$ cat src/rtl/melody_sequencer.sv
// melody_sequencer: debounces play/stop keys, walks a 48-entry melody ROM and
// hands the buzzer tone generator a half-period count plus an enable.
// Optional macro LOOP_PLAYBACK_EN: after the last note, restart at entry 0
// instead of returning to IDLE.
module melody_sequencer #(
    parameter int unsigned UNIT_CYCLES     = 5_000_000,
    parameter int unsigned GAP_CYCLES      = 500_000,
    parameter int unsigned DEBOUNCE_CYCLES = 1_000_000,
    parameter int unsigned MELODY_LEN      = 48
) (
    input  logic        clk,
    input  logic        rst_n,
    input  logic        key_play,
    input  logic        key_stop,
    output logic [31:0] tone_half_period,
    output logic        tone_en,
    output logic [5:0]  note_idx,
    output logic        busy,
    output logic        done
);

    typedef enum logic [1:0] {S_IDLE, S_NOTE, S_GAP} state_t;

    localparam logic [31:0] UNIT_W   = 32'(UNIT_CYCLES);
    localparam logic [31:0] GAP_LAST = 32'(GAP_CYCLES - 1);
    localparam logic [31:0] DB_LAST  = 32'(DEBOUNCE_CYCLES - 1);
    localparam logic [5:0]  LAST_IDX = 6'(MELODY_LEN - 1);

    // Melody ROM {dur, code}: six 8-entry phrases, each 7 notes then a long rest.
    function automatic logic [7:0] rom_entry(input logic [5:0] idx);
        logic [3:0] code;
        code = 4'd0;
        if (idx[2:0] == 3'd7) return 8'h80;
        case (idx[5:3])
            3'd0, 3'd4: case (idx[2:0])      // C C G G A A G
                3'd0, 3'd1: code = 4'd1;
                3'd2, 3'd3: code = 4'd5;
                3'd4, 3'd5: code = 4'd6;
                default:    code = 4'd5;
            endcase
            3'd1, 3'd5: case (idx[2:0])      // F F E E D D C
                3'd0, 3'd1: code = 4'd4;
                3'd2, 3'd3: code = 4'd3;
                3'd4, 3'd5: code = 4'd2;
                default:    code = 4'd1;
            endcase
            3'd2, 3'd3: case (idx[2:0])      // G G F F E E D
                3'd0, 3'd1: code = 4'd5;
                3'd2, 3'd3: code = 4'd4;
                3'd4, 3'd5: code = 4'd3;
                default:    code = 4'd2;
            endcase
            default: code = 4'd0;
        endcase
        return {4'd1, code};
    endfunction

    // Half-period for C4..B4 at 100 MHz; anything else is silence.
    function automatic logic [31:0] half_period(input logic [3:0] code);
        case (code)
            4'd1:    return 32'd191113;
            4'd2:    return 32'd170262;
            4'd3:    return 32'd151686;
            4'd4:    return 32'd143173;
            4'd5:    return 32'd127553;
            4'd6:    return 32'd113636;
            4'd7:    return 32'd101239;
            default: return 32'd0;
        endcase
    endfunction

    // Key path: bit 0 = play, bit 1 = stop.
    logic [1:0]       sync1_q, sync1_d, sync2_q, sync2_d, stable_q, stable_d, rise;
    logic [1:0][31:0] db_cnt_q, db_cnt_d;

    state_t      state_q, state_d;
    logic [5:0]  idx_q, idx_d;
    logic [31:0] cnt_q, cnt_d;
    logic [31:0] thp_q, thp_d;
    logic        tone_en_q, tone_en_d, busy_q, busy_d, done_q, done_d;

    logic        play_edge, stop_edge;
    logic [7:0]  cur_entry, next_entry;
    logic [3:0]  dur_eff;
    logic [31:0] note_last;

    // Synchronise both keys and accept a new level after enough equal samples.
    always_comb begin
        sync1_d  = {key_stop, key_play};
        sync2_d  = sync1_q;
        stable_d = stable_q;
        db_cnt_d = db_cnt_q;
        rise     = '0;
        for (int k = 0; k < 2; k++) begin
            if (sync2_q[k] == stable_q[k]) begin
                db_cnt_d[k] = '0;
            end else if (db_cnt_q[k] == DB_LAST) begin
                stable_d[k] = sync2_q[k];
                db_cnt_d[k] = '0;
                rise[k]     = sync2_q[k];
            end else begin
                db_cnt_d[k] = db_cnt_q[k] + 32'd1;
            end
        end
    end

    assign play_edge = rise[0];
    assign stop_edge = rise[1];

    assign cur_entry = rom_entry(idx_q);
    assign dur_eff   = (cur_entry[7:4] == 4'd0) ? 4'd1 : cur_entry[7:4];
    assign note_last = ({28'd0, dur_eff} * UNIT_W) - 32'd1;

    // Sequencer next state; outputs are precomputed from the next state so
    // they only move on state or note transitions.
    always_comb begin
        state_d = state_q;
        idx_d   = idx_q;
        cnt_d   = cnt_q;
        done_d  = 1'b0;
        case (state_q)
            S_IDLE: begin
                if (play_edge && !stop_edge) begin
                    state_d = S_NOTE;
                    idx_d   = '0;
                    cnt_d   = '0;
                end
            end
            S_NOTE: begin
                if (stop_edge) begin
                    state_d = S_IDLE;
                    idx_d   = '0;
                    cnt_d   = '0;
                end else if (cnt_q == note_last) begin
                    state_d = S_GAP;
                    cnt_d   = '0;
                end else begin
                    cnt_d = cnt_q + 32'd1;
                end
            end
            S_GAP: begin
                if (stop_edge) begin
                    state_d = S_IDLE;
                    idx_d   = '0;
                    cnt_d   = '0;
                end else if (cnt_q == GAP_LAST) begin
                    cnt_d = '0;
                    if (idx_q < LAST_IDX) begin
                        idx_d   = idx_q + 6'd1;
                        state_d = S_NOTE;
                    end else begin
                        done_d = 1'b1;
                        idx_d  = '0;
`ifdef LOOP_PLAYBACK_EN
                        state_d = S_NOTE;
`else
                        state_d = S_IDLE;
`endif
                    end
                end else begin
                    cnt_d = cnt_q + 32'd1;
                end
            end
            default: begin
                state_d = S_IDLE;
                idx_d   = '0;
                cnt_d   = '0;
            end
        endcase

        next_entry = rom_entry(idx_d);
        busy_d     = (state_d != S_IDLE);
        tone_en_d  = (state_d == S_NOTE) && (next_entry[3:0] >= 4'd1) && (next_entry[3:0] <= 4'd7);
        thp_d      = tone_en_d ? half_period(next_entry[3:0]) : 32'd0;
    end

    // State, debounce and output registers with synchronous reset.
    always_ff @(posedge clk) begin
        if (!rst_n) begin
            sync1_q   <= '0;
            sync2_q   <= '0;
            stable_q  <= '0;
            db_cnt_q  <= '0;
            state_q   <= S_IDLE;
            idx_q     <= '0;
            cnt_q     <= '0;
            thp_q     <= '0;
            tone_en_q <= 1'b0;
            busy_q    <= 1'b0;
            done_q    <= 1'b0;
        end else begin
            sync1_q   <= sync1_d;
            sync2_q   <= sync2_d;
            stable_q  <= stable_d;
            db_cnt_q  <= db_cnt_d;
            state_q   <= state_d;
            idx_q     <= idx_d;
            cnt_q     <= cnt_d;
            thp_q     <= thp_d;
            tone_en_q <= tone_en_d;
            busy_q    <= busy_d;
            done_q    <= done_d;
        end
    end

    assign tone_half_period = thp_q;
    assign tone_en          = tone_en_q;
    assign note_idx         = idx_q;
    assign busy             = busy_q;
    assign done             = done_q;

endmodule

$ cat config.mk
export PLATFORM = sky130hd
export DESIGN_NAME = melody_sequencer
export DESIGN_NICKNAME = d
export VERILOG_FILES = /design/src/rtl/melody_sequencer.sv
export SDC_FILE = /design/constraint.sdc
export NUM_CORES = 1
export LEC_CHECK = 0
export CELL_PAD_IN_SITES_DETAIL_PLACEMENT = 0
export CELL_PAD_IN_SITES_GLOBAL_PLACEMENT = 1
export CORE_ASPECT_RATIO = 1.1
export CORE_MARGIN = 2
export CORE_UTILIZATION = 50
export CTS_BUF_LIST = sky130_fd_sc_hd__clkbuf_8
export DETAILED_ROUTE_END_ITERATION = 8
export GPL_TIMING_DRIVEN = 0
export PLACE_DENSITY = 0.84
export SETUP_SLACK_MARGIN = 0.1
export SYNTH_ARGS = -nofsm -noshare
export SYNTH_HDL_FRONTEND = slang
export SYNTH_SLANG_ARGS = --single-unit
export TNS_END_PERCENT = 1
$ cat constraint.sdc
create_clock -name clk -period 8.79 [get_ports clk]
set_input_delay 1.3185 -clock clk [delete_from_list [all_inputs] [get_ports clk]]
set_output_delay 1.3185 -clock clk [all_outputs]
set_load 0.05 [all_outputs]
==> results.md, run 1 <==
- The initial core utilization is 50.7%.
- Of the synthesized area, sequential elements account for 43.4%.
- Buffers inserted during clock tree synthesis total 17.
- The total routing resource utilization after global routing is 20.3%.
- After detailed placement, the design holds a cell count of 892.
- Among all stages on the critical path, the largest delay is contributed by sky130_fd_sc_hd__or4b_1.
- For this design the ratio of total power to cell area is 162 nW/um^2.
- The startpoint class of the critical path is a flop.
- For this run, the number of Yosys warnings is 0.
- The worst-case headroom to the max-slew limit is 48.9%.
- The number of design-rule violations left by the first detailed-router iteration is 183.
- The clock tree root buffer cell is sky130_fd_sc_hd__clkbuf_8.
- In the routed design, unresolved DRC markers number 0.
- At the end of routability-driven placement, the weighted congestion stood at 0.844.
- The floorplan step set the die width to 109 um.
- The most used routing layer is met2.
- The commonest cells after synthesis are sky130_fd_sc_hd__dfxtp_1, sky130_fd_sc_hd__nor2_1, sky130_fd_sc_hd__nand2_1.
- The number of clock sinks is 131.
- Relative to the synthesized area, the layout overhead comes to 15.5%.
- The area of the die is 13,000 um^2.
- Setup repair after global routing left no endpoint under its margin.
- The run finished with clean final reports.
- The final net count is 770.
- The worst-case IR drop observed on VDD is 0.113 mV.
- The worst setup path is captured at a flop.
- In the global route stage, met2 resource usage came out at 32.2%.
- The half-perimeter wire length after detailed placement is 8670 um.
- A synthesized cell averages 8.69 um^2.
- Setup violations remaining at the end of the flow were counted as 0.
- Setup slack on the worst reg-to-reg path comes out at 4860 ps.
- The number of maximum-capacitance constraint violations is 0.
- The repair_antennas step left the layout with diodes totalling 0.
- TritonCTS built the clock tree.
- The worst endpoint required time is 9150 ps.
- The core utilization of the finished layout is 58.5%.
- At the pin with the least slew margin, the transition time is 760 ps.
- By area the synthesized netlist is led by sky130_fd_sc_hd__dfxtp_1, sky130_fd_sc_hd__nor2_1, sky130_fd_sc_hd__xor2_1.
- The number of max-slew violations in the final report is 0.
- The post-CTS setup buffer count is 0.
- In this run the remaining antenna-violating nets after routing total 0.
- The critical path class is reg2reg.
- The number of ports placed on the die boundary is 45.
- Post-CTS repair changed the size of 0 cells.
- In this run the core area contains 42 standard-cell rows.
- The post-route setup TNS is 0 ps.
- The setup skew after layout is 9.80 ps.
- The share of synthesized registers carrying an async set or reset is 0%.
- Counting flops with a built-in enable in the synthesized netlist gives 0.
- In this design, the stage delay of the slowest critical-path cell is 550 ps.
- Synthesis produced a netlist whose cell count is 695.
- The initial antenna violation count is 0.
- The library cell occupying the most area in the post-synthesis netlist is sky130_fd_sc_hd__dfxtp_1.
- The number of endpoints with negative hold slack in the final report came to 0.
- For this block, the via count after detailed routing is 4,845.
- The total detailed-routing wirelength is 12,100 um.
- The share of the synthesized area in the top cell type is 43.4%.
- The number of input and output port buffers inserted is 30.
- The largest buffer count on any clock path is 2.
- The standby leakage power is 2.49 nW.
- The cell with the most instances after synthesis is sky130_fd_sc_hd__dfxtp_1.
- The number of detailed-route iterations in the first pass is 4.
- The main flop type after synthesis is sky130_fd_sc_hd__dfxtp_1.
- Dividing the final minimum period by the clock period gives 44.7%.
- The number of register bits inferred by synthesis is 131.
- The global routing usage on met3 is 5.42%.
- Using the TritonRoute via totals, the vias-per-cell ratio works out to 5.27.
- The number of hold buffers added after cts is 0.
- The later pin in the worst-skew pair is clocked with a latency of 440 ps.
- Measured along the y axis, the die boundary spans 119 um.
- The number of distinct standard cells referenced by the synthesized netlist is 74.
- The clock transition at the register clock pins on the worst setup and hold paths after CTS is 70 ps.
- In this run the worst hold path is classified as reg2reg.
- The global-route wire length before repair is 21,100 um.
- The met1 demand-to-capacity share in global routing is 25.4%.
- After floorplanning, the core was sized to cover 11,900 um^2.
- Along the worst path, the maximum fanout reaches 10.
- The pin count of the biggest net entering global routing is 17.
- In the final layout, the share of cells above drive strength 1 is 9.14%.
- The filler-free cell count of the finished design is 920.
- The clock period could shrink to 3930 ps.
- Walking the worst path, the cells encountered are ha_1 -> nor4b_2 -> nand4_2 -> or4b_1 -> buf_2 -> o31ai_1 -> a221oi_1 -> nor3b_1 -> nor4_1 -> nor2_2 -> nand2_2 -> a211oi_1.
- The via count of the first global-routing pass is 4,711.
- The global route total overflow is 0.
- Dividing the detail-routed wire length by the instance count gives 13.1 um.
- The critical path data arrival time is 4280 ps.
- The cell area that synthesis handed to floorplanning was 6040 um^2.
- Timing would allow up to 0.254 GHz.
- The clock tree synthesis step divided the H-tree into 4 levels.
[placed cells by master, fill, tap and decap left out, types with 5 or more instances in the layout]
master | Yosys | routed
sky130_fd_sc_hd__clkbuf_8 | 0 | 23
sky130_fd_sc_hd__and2_1 | 13 | 13
sky130_fd_sc_hd__nor2_1 | 126 | 126
sky130_fd_sc_hd__nor4_1 | 14 | 14
sky130_fd_sc_hd__nand4_1 | 12 | 12
sky130_fd_sc_hd__o21ai_0 | 9 | 9
sky130_fd_sc_hd__a21oi_1 | 20 | 20
sky130_fd_sc_hd__buf_4 | 15 | 15
sky130_fd_sc_hd__nor4b_1 | 5 | 5
sky130_fd_sc_hd__ha_1 | 9 | 9
sky130_fd_sc_hd__clkdlybuf4s50_1 | 0 | 30
sky130_fd_sc_hd__nor3_1 | 10 | 10
sky130_fd_sc_hd__conb_1 | 1 | 14
sky130_fd_sc_hd__clkbuf_1 | 10 | 10
sky130_fd_sc_hd__and4_1 | 6 | 6
sky130_fd_sc_hd__nand2_1 | 54 | 54
sky130_fd_sc_hd__inv_1 | 14 | 15
sky130_fd_sc_hd__xnor2_1 | 35 | 35
sky130_fd_sc_hd__nand3_1 | 40 | 40
sky130_fd_sc_hd__dfxtp_1 | 131 | 131
sky130_fd_sc_hd__and3_1 | 26 | 26
sky130_fd_sc_hd__or3_1 | 7 | 7
sky130_fd_sc_hd__xor2_1 | 53 | 53
sky130_fd_sc_hd__nor2b_1 | 8 | 8
[sequential cells by signal, indices dropped and copies added, names as in the netlist, 2 cells and up]
register	count
db_cnt_q	64
cnt_q	32
tone_half_period	18
note_idx	6
stable_q	2
state_q	2
sync1_q	2
sync2_q	2
[cell type report]
cell class,count,area (um^2)
inverter,14,52.6
sequential,131,2620
clock buffer,23,317
multi-input combinational,531,3220
buffer,32,194
fill,1064,4950
timing repair buffer,30,300
tap,154,193
clock inverter,5,76.3
[kinds of logic (layout without fill, tap and decap cells)]
family,after synthesis,in the layout,share of synthesized area (%)
and+or+nand+nor,356,356,30.0
adders and majority gates,9,9,1.86
muxes,4,4,0.663
xor gates and xnor gates,88,88,12.8
other,1,14,0.0621
DFF,131,131,43.4
buffers and inverters,46,104,4.08
AOI/OAI and AO/OA,60,60,7.12
[critical path, delay by kind of cell (launching register included)]
kind | cells | cell delay [ps]
buffers and inverters | 1 | 190
adders and majority gates | 1 | 260
and+or+nand+nor | 7 | 2210
DFF | 1 | 370
AOI/OAI and AO/OA | 3 | 810
[per-layer routing]
metal  vias to the layer above  wire (um)
met5                         -          0
met4                         0        248
met3                        19        501
met2                        84       5660
met1                      2261       5660
li1                       2481          -
[power by group]
part	internal, W	switching, W	total [W]
combinational	0.00000729	0.0000209	0.0000282
sequential	0.000595	0.000000613	0.000595
clock	0.000290	0.000216	0.000506
total	0.000892	0.000238	0.00113
[through the flow]
step	power [W]	area [um^2]	worst slack, ps	hold slack [ps]
2_1_floorplan	0.000633	6090	5340	412
3_3_place_gp	0.000636	6580	4950	415
3_5_place_dp	0.000637	6580	4920	425
4_1_cts	0.00114	6980	4880	441
5_1_grt	0.00117	6980	4500	449
6_report	0.00113	6980	4860	436
[path summary, 6_finish.rpt]
path / depth (start not counted) / from / end
setup / recovery: 12 / cnt_q[0] / tone_half_period[16]
hold / removal: 1 / sync1_q[0] / sync2_q[0]
setup reg to reg: 12 / cnt_q[0] / tone_half_period[16]
hold reg to reg: 1 / sync1_q[0] / sync2_q[0]
Note: power is estimated with default switching activity, not from simulation.
==> inputs of run 2 (changes only) <==
--- a/config.mk
+++ b/config.mk
@@ -9,11 +9,11 @@
 export CELL_PAD_IN_SITES_GLOBAL_PLACEMENT = 1
 export CORE_ASPECT_RATIO = 1.1
 export CORE_MARGIN = 2
-export CORE_UTILIZATION = 50
+export CORE_UTILIZATION = 46
 export CTS_BUF_LIST = sky130_fd_sc_hd__clkbuf_8
 export DETAILED_ROUTE_END_ITERATION = 8
 export GPL_TIMING_DRIVEN = 0
-export PLACE_DENSITY = 0.84
+export PLACE_DENSITY = 0.78
 export SETUP_SLACK_MARGIN = 0.1
 export SYNTH_ARGS = -nofsm -noshare
 export SYNTH_HDL_FRONTEND = slang
==> constraint.sdc (replaced) <==
create_clock -name clk -period 3.92 [get_ports clk]
set_input_delay 0.588 -clock clk [delete_from_list [all_inputs] [get_ports clk]]
set_output_delay 0.588 -clock clk [all_outputs]
set_load 0.05 [all_outputs]
==> run 2 against run 1 <==
  * Register-to-register slack worse by 4600 ps
  * Worst setup slack worse by 4600 ps
  * Sequential power is 120% higher
  * Final cell count is 1.1% higher
  * Critical path type unchanged
  * Critical endpoint is now tone_half_period[15]
  * Largest power group unchanged
==> results.md, run 2 (same netlist as run 1, synthesis figures left out) <==
- The run finished with clean final reports.
- The tree built by TritonCTS fans out to 131 sinks.
- The clock transition at the register clock pins on the worst setup and hold paths after CTS is 70 ps.
- In the post-route analysis, the smallest setup slack over all paths is 255 ps.
- Across the routed clock network, the largest skew measured is 6.54 ps.
- The depth of the CTS H-tree is 4.
- After floorplanning, the core was sized to cover 12,700 um^2.
- In the final routed layout, each cell accounts on average for 13.3 um.
- The most critical setup path has its startpoint at cnt_q[29].
- The first TritonRoute pass finished after 5 iterations.
- The initial antenna violation count was 0.
- The power per cell area is 341 nW/um^2.
- The total routing resource utilization after global routing is 18.6%.
- Pin placement for this block handled 45 I/O pins.
- The initial utilization of the core area, before any placement, comes to 47.6%.
- The startpoint of the most critical register-to-register path is cnt_q[29].
- Cells fill 55.7% of the core in the end.
- During placement, the flow inserted port buffers numbering 30.
- The post-route netlist has 10.2% of its cells at a drive strength greater than 1.
- The final design area excluding fillers is 7080 um^2.
- Entering global routing, the biggest net connects 17 pins.
- Dividing the final minimum period by the clock period gives 93.5%.
- The final-layout fill cell count is 1,173.
- In this run the horizontal extent of the chip is 113 um.
- The source of the worst hold timing path is sync1_q[0].
- The worst endpoint required time is 4250 ps.
- The half-perimeter wire length after detailed placement is 8910 um.
- After the first detailed-routing iteration, the DRC count stood at 263.
- The largest buffer count on any clock path is 2.
- At the end of the flow, the number of nets in the layout was 773.
- The final weighted congestion in routability-driven placement is 0.830.
- For this block, the via count after detailed routing is 4,810.
- The via count of the first global-routing pass was 4,729.
- The slew of the pin with the lowest slew margin is 773 ps.
- The kind of path behind the tightest hold check is reg2reg.
- The number of endpoints with negative hold slack in the final report came to 0.
- The post-detailed-route count of antenna-violating nets is 0.
- The area used by sequential logic in the layout is 2620 um^2.
- The post-route setup TNS is 0 ps.
- The maximum net fanout on the critical path is 9.
- Counting the buffers created by CTS gives 17.
- The area growth from synthesis to layout is 17.1%.
- The number of diodes added for antenna fixing is 0.
- Dividing the detail-routed via count by the number of cells gives 5.17.
- The first global-routing pass estimated 21,500 um of wire.
- The critical path data arrival time is 4000 ps.
- Setup violations remaining at the end of the flow were counted as 0.
- Setup repair after global routing left no endpoint under its margin.
- The maximum clock rate is 0.273 GHz.
- Ranked by flip-flop count, first place goes to db_cnt_q.
- The most frequent standard cell in the layout excluding fill and tap cells is sky130_fd_sc_hd__dfxtp_1.
- Before CTS, the worst setup slack after placement is 37.6 ps.
- The standby leakage power is 2.54 nW.
- The total detailed-routing wirelength is 12,400 um.
- The cell sitting at the root of the clock tree is a sky130_fd_sc_hd__clkbuf_8.
- The number of max-slew violations in the final report was 0.
- The highest ir drop seen on vdd is 0.246 mV.
- The die covers 14,100 um^2.
- The number of maximum-capacitance constraint violations is 0.
- The number of design rule violations left after detail routing is 0.
- In the final layout, the multi-input gates occupy 3330 um^2.
- The row count is 43.
- The number of hold buffers added after cts is 0.
- The shortest clock period the worst path allows after layout is 3660 ps.
- The endpoint class of the critical path is a flop.
- The TritonCTS clock tree is built.
- The worst-skew pair later-pin latency is 440 ps.
- The standard cell area after detailed placement is 6590 um^2.
- The global route total overflow is 0.
- In the layout the commonest cells are sky130_fd_sc_hd__dfxtp_1, sky130_fd_sc_hd__nor2_1, sky130_fd_sc_hd__nand2_1.
- The worst-case headroom to the max-slew limit is 48.0%.
- The critical path is of the reg2reg type.
- The post-route worst hold slack is 438 ps.
- The die extent in y is 124 um.
- The worst setup path is launched from a flop.
- The number of flip-flops under the largest register name is 64.
run 2: through the flow:
step	total power [W]	instances
after floorplan	0.00142	708
after global placement	0.00143	895
after detailed placement	0.00143	895
after CTS	0.00245	928
after global routing	0.00252	930
final	0.00242	930
run 2: area by class of cell:
cell class	count	area share, %
Multi-Input combinational cell	531	47.1
Sequential cell	131	37.1
Timing Repair Buffer	33	4.56
Clock buffer	20	3.89
Buffer	32	2.78
Tap cell	157	2.78
Clock inverter	12	1.08
Inverter	14	0.743
run 2: metal layers:
| layer | track usage, % | share of wire, % | vias up |
|---|---|---|---|
| li1 | - | - | 2478 |
| met1 | 23.1 | 47 | 2242 |
| met2 | 30.3 | 48 | 77 |
| met3 | 5.46 | 4.1 | 13 |
| met4 | 6.89 | 1.4 | 0 |
| met5 | 0 | 0 | - |
run 2: critical path, stage by stage (launching register included):
cell                        delay (ps)
sky130_fd_sc_hd__dfxtp_1           350
sky130_fd_sc_hd__nor4_1            410
sky130_fd_sc_hd__nand4_2           190
sky130_fd_sc_hd__or4b_1            530
sky130_fd_sc_hd__buf_2             200
sky130_fd_sc_hd__or4_4             540
sky130_fd_sc_hd__a21oi_4           200
sky130_fd_sc_hd__a2111oi_4         110
sky130_fd_sc_hd__nor2b_1           170
sky130_fd_sc_hd__a311o_2           440
sky130_fd_sc_hd__or2_1             240
sky130_fd_sc_hd__and3b_1           170
run 2: final timing paths:
path,end,slack (ps),cells after the start
hold / removal,sync2_q[0],440,1
hold reg to reg,sync2_q[0],440,1
setup reg to reg,tone_half_period[15],260,11
setup / recovery,tone_half_period[15],260,11
run 2: power by group:
part	switching [W]	internal (W)	total, W	leakage (nW)
Combinational	0.0000467	0.0000164	0.0000631	1.27
Sequential	0.00000151	0.00133	0.00133	1.06
Clock	0.000489	0.000530	0.00102	0.211
run 2: repair_timing:
| item | in CTS | in global routing |
|---|---|---|
| setup endpoints to repair | 13 | 22 |
| pin swaps | 1 | 2 |
| resized for setup | 2 | 16 |
| setup buffers | 1 | 2 |
==> RTL edit 1: new RTL, config.mk and constraints of run 2 <==
The 3 states of `state_t` get a one-hot encoding in 3 bits.
--- a/src/rtl/melody_sequencer.sv
+++ b/src/rtl/melody_sequencer.sv
@@ -21,3 +21,3 @@
 
-    typedef enum logic [1:0] {S_IDLE, S_NOTE, S_GAP} state_t;
+    typedef enum logic [2:0] {S_IDLE = 3'b001, S_NOTE = 3'b010, S_GAP = 3'b100} state_t;
 
Behaviour: no difference found for any inputs over 10 cycles, from zero or initial values and one cycle with rst_n low; not proved beyond that.
==> RTL edit 1 against run 2 <==
- first-iteration DRC count grew 9.9%
- wire length rose by 15%
- setup slack better by 0.20 ns
- total power rose by 8.3%
- sequential cell count is 1 higher
- critical path depth is the same
- design area is 4.9% higher
- largest power group unchanged
- area after synthesis up 6.2%
- highest routed layer unchanged
==> RTL edit 1: results (changes against run 2) <==
[status]
run_status=finished clean

[cells_and_area]
diodes=0  ; unchanged
drive_above_1_share=0.102  ; -0.000281
finalNetCount=830  ; +7.4%

[pwr]
leakage_nw=2.59  ; +2.1%
max-vdd-ir-drop_mv=0.332  ; +35%
switchingPower_w=0.000570  ; +6.1%

[critical_path]
worstPathArrival_ns=3.81  ; -0.19 ns
critPathMaxFanout=10  ; +1
rr_startpoint=cnt_q[0]
worstReg2RegEnd=tone_half_period[10]

[placed_design]
gp_congestion=0.812  ; -2.2%
dpl_cell_area_um2=7000  ; +6.2%
pre_cts_slack_ns=0.0314  ; -0.00625 ns
dpl.hpwl_mm=10.4  ; +17%

[grt]
antenna_found_initial=0  ; unchanged
grt_use_total=0.203  ; +0.0173
grt_pass1_wl_mm=24.1  ; +12%
grt_pass1_vias=5196  ; +9.9%

[synth]
synth_commonest_cells=dfxtp_1, nor2_1, nand2_1
netlist_top_cells_area=dfxtp_1, nor2_1, xor2_1
synth_cell_types=73  ; -1.4%
ys_seq_area_frac=0.412  ; -0.0221

[detailed_routing]
via_per_inst=5.35  ; +3.5%
drt_iter0_drc=289  ; +9.9%
drt-total-wl_mm=14.3  ; +15%

[clock_tree]
insertion_delay_ns=0.45

[min_path]
hold_start=db_cnt_q[32]
min_to=db_cnt_q[32]

[timing]
finClkSkew_ns=0.00805  ; +0.00151 ns
relSlewSlack=0.447  ; -0.0326

RTL edit 1: final cells by class:
type / instances / area (um^2)
clock buffers: 21 / 289
multi-input cells: 591 / 3560
fillers: 1356 / 6310
inverters: 13 / 48.8
flip-flops and latches: 132 / 2640
well taps: 188 / 235
plain buffers: 36 / 219
clock inverters: 11 / 133
repair buffers: 30 / 300
RTL edit 1: power groups by stage:
stage | sequential, W | clock (W) | combinational [W]
floorplan | 0.00137 | 0 | 0.0000553
global placement | 0.00138 | 0 | 0.0000665
detailed placement | 0.00138 | 0 | 0.0000670
CTS | 0.00134 | 0.00124 | 0.0000672
global route | 0.00134 | 0.00130 | 0.0000718
finish | 0.00134 | 0.00121 | 0.0000671
RTL edit 1: logic make-up after synthesis:
logic type / after synthesis / share of synthesized area
other: 1 / 0.000585
flip-flops: 132 / 0.412
buffers and inverters: 49 / 0.0417
AO/OA/AOI/OAI: 103 / 0.104
AND/OR/NAND/NOR: 393 / 0.328
XOR/XNOR: 74 / 0.101
multiplexers: 2 / 0.00312
adder cells (fa/ha/maj): 5 / 0.00975
RTL edit 1: through the flow:
stage               total power (W)  hold slack [ns]  cells
floorplan                   0.00143            0.412    772
global route                0.00272            0.473   1022
detailed placement          0.00144            0.435    990
CTS                         0.00265            0.452   1022
global placement            0.00144            0.425    990
finish                      0.00262            0.448   1022
RTL edit 1: repair_timing:
action                                  in CTS  in global routing
gates resized for setup                      1                  1
buffers inserted                             0                  0
endpoints found under the setup margin      20                 32
RTL edit 1: worst max-delay path: stages, from the launching register on:
cell and delay, ns:
dfxtp_1 0.44, ha_1 0.33, nor4b_2 0.23, nand3_1 0.18, buf_2 0.23, or3_1 0.41
o221ai_1 0.21, o21ai_1 0.23, a21oi_1 0.52, nand2_1 0.17, o211a_1 0.15, a311oi_1 0.25
RTL edit 1: worst max-delay path by stage:
stage / start / to / slack (ns) / cells past startpoint
after floorplan: note_idx[1] / cnt_q[10] / 0.90 / 10
after global placement: cnt_q[0] / cnt_q[4] / 0.07 / 10
after detailed placement: cnt_q[0] / cnt_q[12] / 0.03 / 10
after CTS: cnt_q[0] / cnt_q[12] / 0.29 / 10
after global routing: cnt_q[0] / cnt_q[8] / 0.11 / 10
final: cnt_q[0] / tone_half_period[10] / 0.46 / 11
RTL edit 1: layer usage:
metal	global-route usage	routed length (um)	vias to the layer above
met5	0	0	-
li1	-	-	2754
met4	0.0782	246	0
met1	0.255	6610	2586
met3	0.0539	586	20
met2	0.331	6810	109
==> RTL edit 2: new RTL, settings of run 2 <==
Made on the original files. The option `LOOP_PLAYBACK_EN` is turned on by a define.
--- a/src/rtl/melody_sequencer.sv
+++ b/src/rtl/melody_sequencer.sv
@@ -4,2 +4,4 @@
 // instead of returning to IDLE.
+`define LOOP_PLAYBACK_EN
+
 module melody_sequencer #(
Check against the original RTL: no difference found for any inputs over 10 cycles, from zero or initial values and one cycle with rst_n low; that may be too few to reach the edited logic, so the function may still have changed.
==> RTL edit 2 against run 2 <==
- wire length increased by 9.4%
- area after synthesis rose by 3.2%
- total power increased by 9.0%
- sequential power hardly changed
- design area increased by 2.5%
- clock power up 21%
- sequential cell count is the same
- setup slack improved by 0.065 ns
- critical path depth decreased by 1
- synthesized cell count up 7.9%
==> RTL edit 2: results (changes against run 2) <==
[status]
run_status=finished clean

[critical_path]
crit_slowest_cell=or4_1
r2r_slack_ns=0.32  ; +0.07 ns
crit_path_start=db_cnt_q[0]
worstPathArrival_ns=3.97  ; -0.03 ns
critPathCapture=tone_half_period[4]
critPathMaxFanout=10  ; +1
cp_slowest_stage_delay_ns=0.60  ; +0.06 ns

[detailed_routing]
routedWlPerCell_um=13.8  ; +3.2%
met3_length_um=494  ; -3.7%
wl_met2_mm=6.50  ; +9.6%
m1WireLength_mm=6.33  ; +9.2%
drt_first_pass_iters=5  ; unchanged
drt_iter0_drc=286  ; +8.7%
vias=5287  ; +9.9%

[synth]
netlist_top_cells_area=dfxtp_1, nor2_1, xnor2_1
avgSynthCellArea_um2=8.31  ; -4.4%
synth_commonest_cells=dfxtp_1, nor2_1, nand2_1
synthXorXnorAreaFrac=0.108  ; -0.0194
synth_fa_ha_area_frac=0.0181  ; -0.000572
ys_seq_area_frac=0.421  ; -0.0133
synth_mux_area_frac=0.00642  ; -0.000204
synth_compound_area_frac=0.0913  ; +0.0201
synth_cell_types=61  ; -18%

[cells_and_area]
stdcell_count=986  ; +6.0%
drive_above_1_share=0.0824  ; -0.0198
largest_reg_flops=64  ; unchanged
finalNetCount=825  ; +6.7%

[clock_tree]
cts_resized=1  ; -1
post-cts-setup-buffers=0  ; -1

[pwr]
p_comb_w=0.0000639  ; +1%
p_clk_frac=0.469  ; +0.047
leakage_nw=2.47  ; -2.7%
sw_frac_of_total=0.220  ; -0.00205
pwr-share-comb=0.024  ; -0.002
max-vdd-ir-drop_mv=0.199  ; -19%

[grt]
grt_use_total=0.197  ; +0.0119
grt_util_met3=0.0452  ; -0.00935
grt_pass1_wl_mm=23.1  ; +7.2%
grt.met1_usage=0.248  ; +0.0168
gr-usage-met2=0.319  ; +0.0168
grt_pass1_vias=4985  ; +5.4%
antenna_found_initial=0  ; unchanged

[timing]
worst_pin_slew_ns=0.612  ; -0.161 ns
whs_ns=0.440  ; +0.00167 ns
max_freq_ghz=0.278  ; +1.8%
finClkSkew_ns=0.00901  ; +0.00247 ns

[placed_design]
placement.io_buffers=30  ; unchanged
dpl.cell_count=954  ; +6.6%
pre_cts_slack_ns=-0.0101  ; -0.0477 ns
gp_congestion=0.977  ; +18%
dpl.hpwl_mm=10.0  ; +12%

[min_path]
hold_start=sync1_q[0]
worstHoldPathType=flip-flop to flip-flop

[RTL edit 2: cell count changes in the layout (fill, tap and decap cells not counted), moves of 5 or more]
cell      delta
a211oi_1     +6
a21oi_1      +9
and2_1       -5
and3_1       -6
clkbuf_1     +9
inv_1        +8
nand4_1      +8
nor3_1       +5
o21ai_0     +17
or3_1       +16
or4_1        +7
xnor2_1      +6
xor2_1      -17
[RTL edit 2: stage by stage]
stage / setup TNS (ns) / utilization / area (um^2)
detailed placement: -0.0101 / 0.513 / 6780
finish: 0 / 0.549 / 7260
global route: 0 / 0.549 / 7260
global placement: 0 / 0.513 / 6780
floorplan: 0 / - / 6280
CTS: 0 / 0.547 / 7220
[RTL edit 2: cell type report]
type,instances,area (um^2)
plain buffers,39,206
clock buffers,18,248
clock inverters,14,186
fillers,1251,5960
inverters,29,109
multi-input cells,564,3380
flip-flops and latches,131,2620
well taps,161,201
repair buffers,30,300
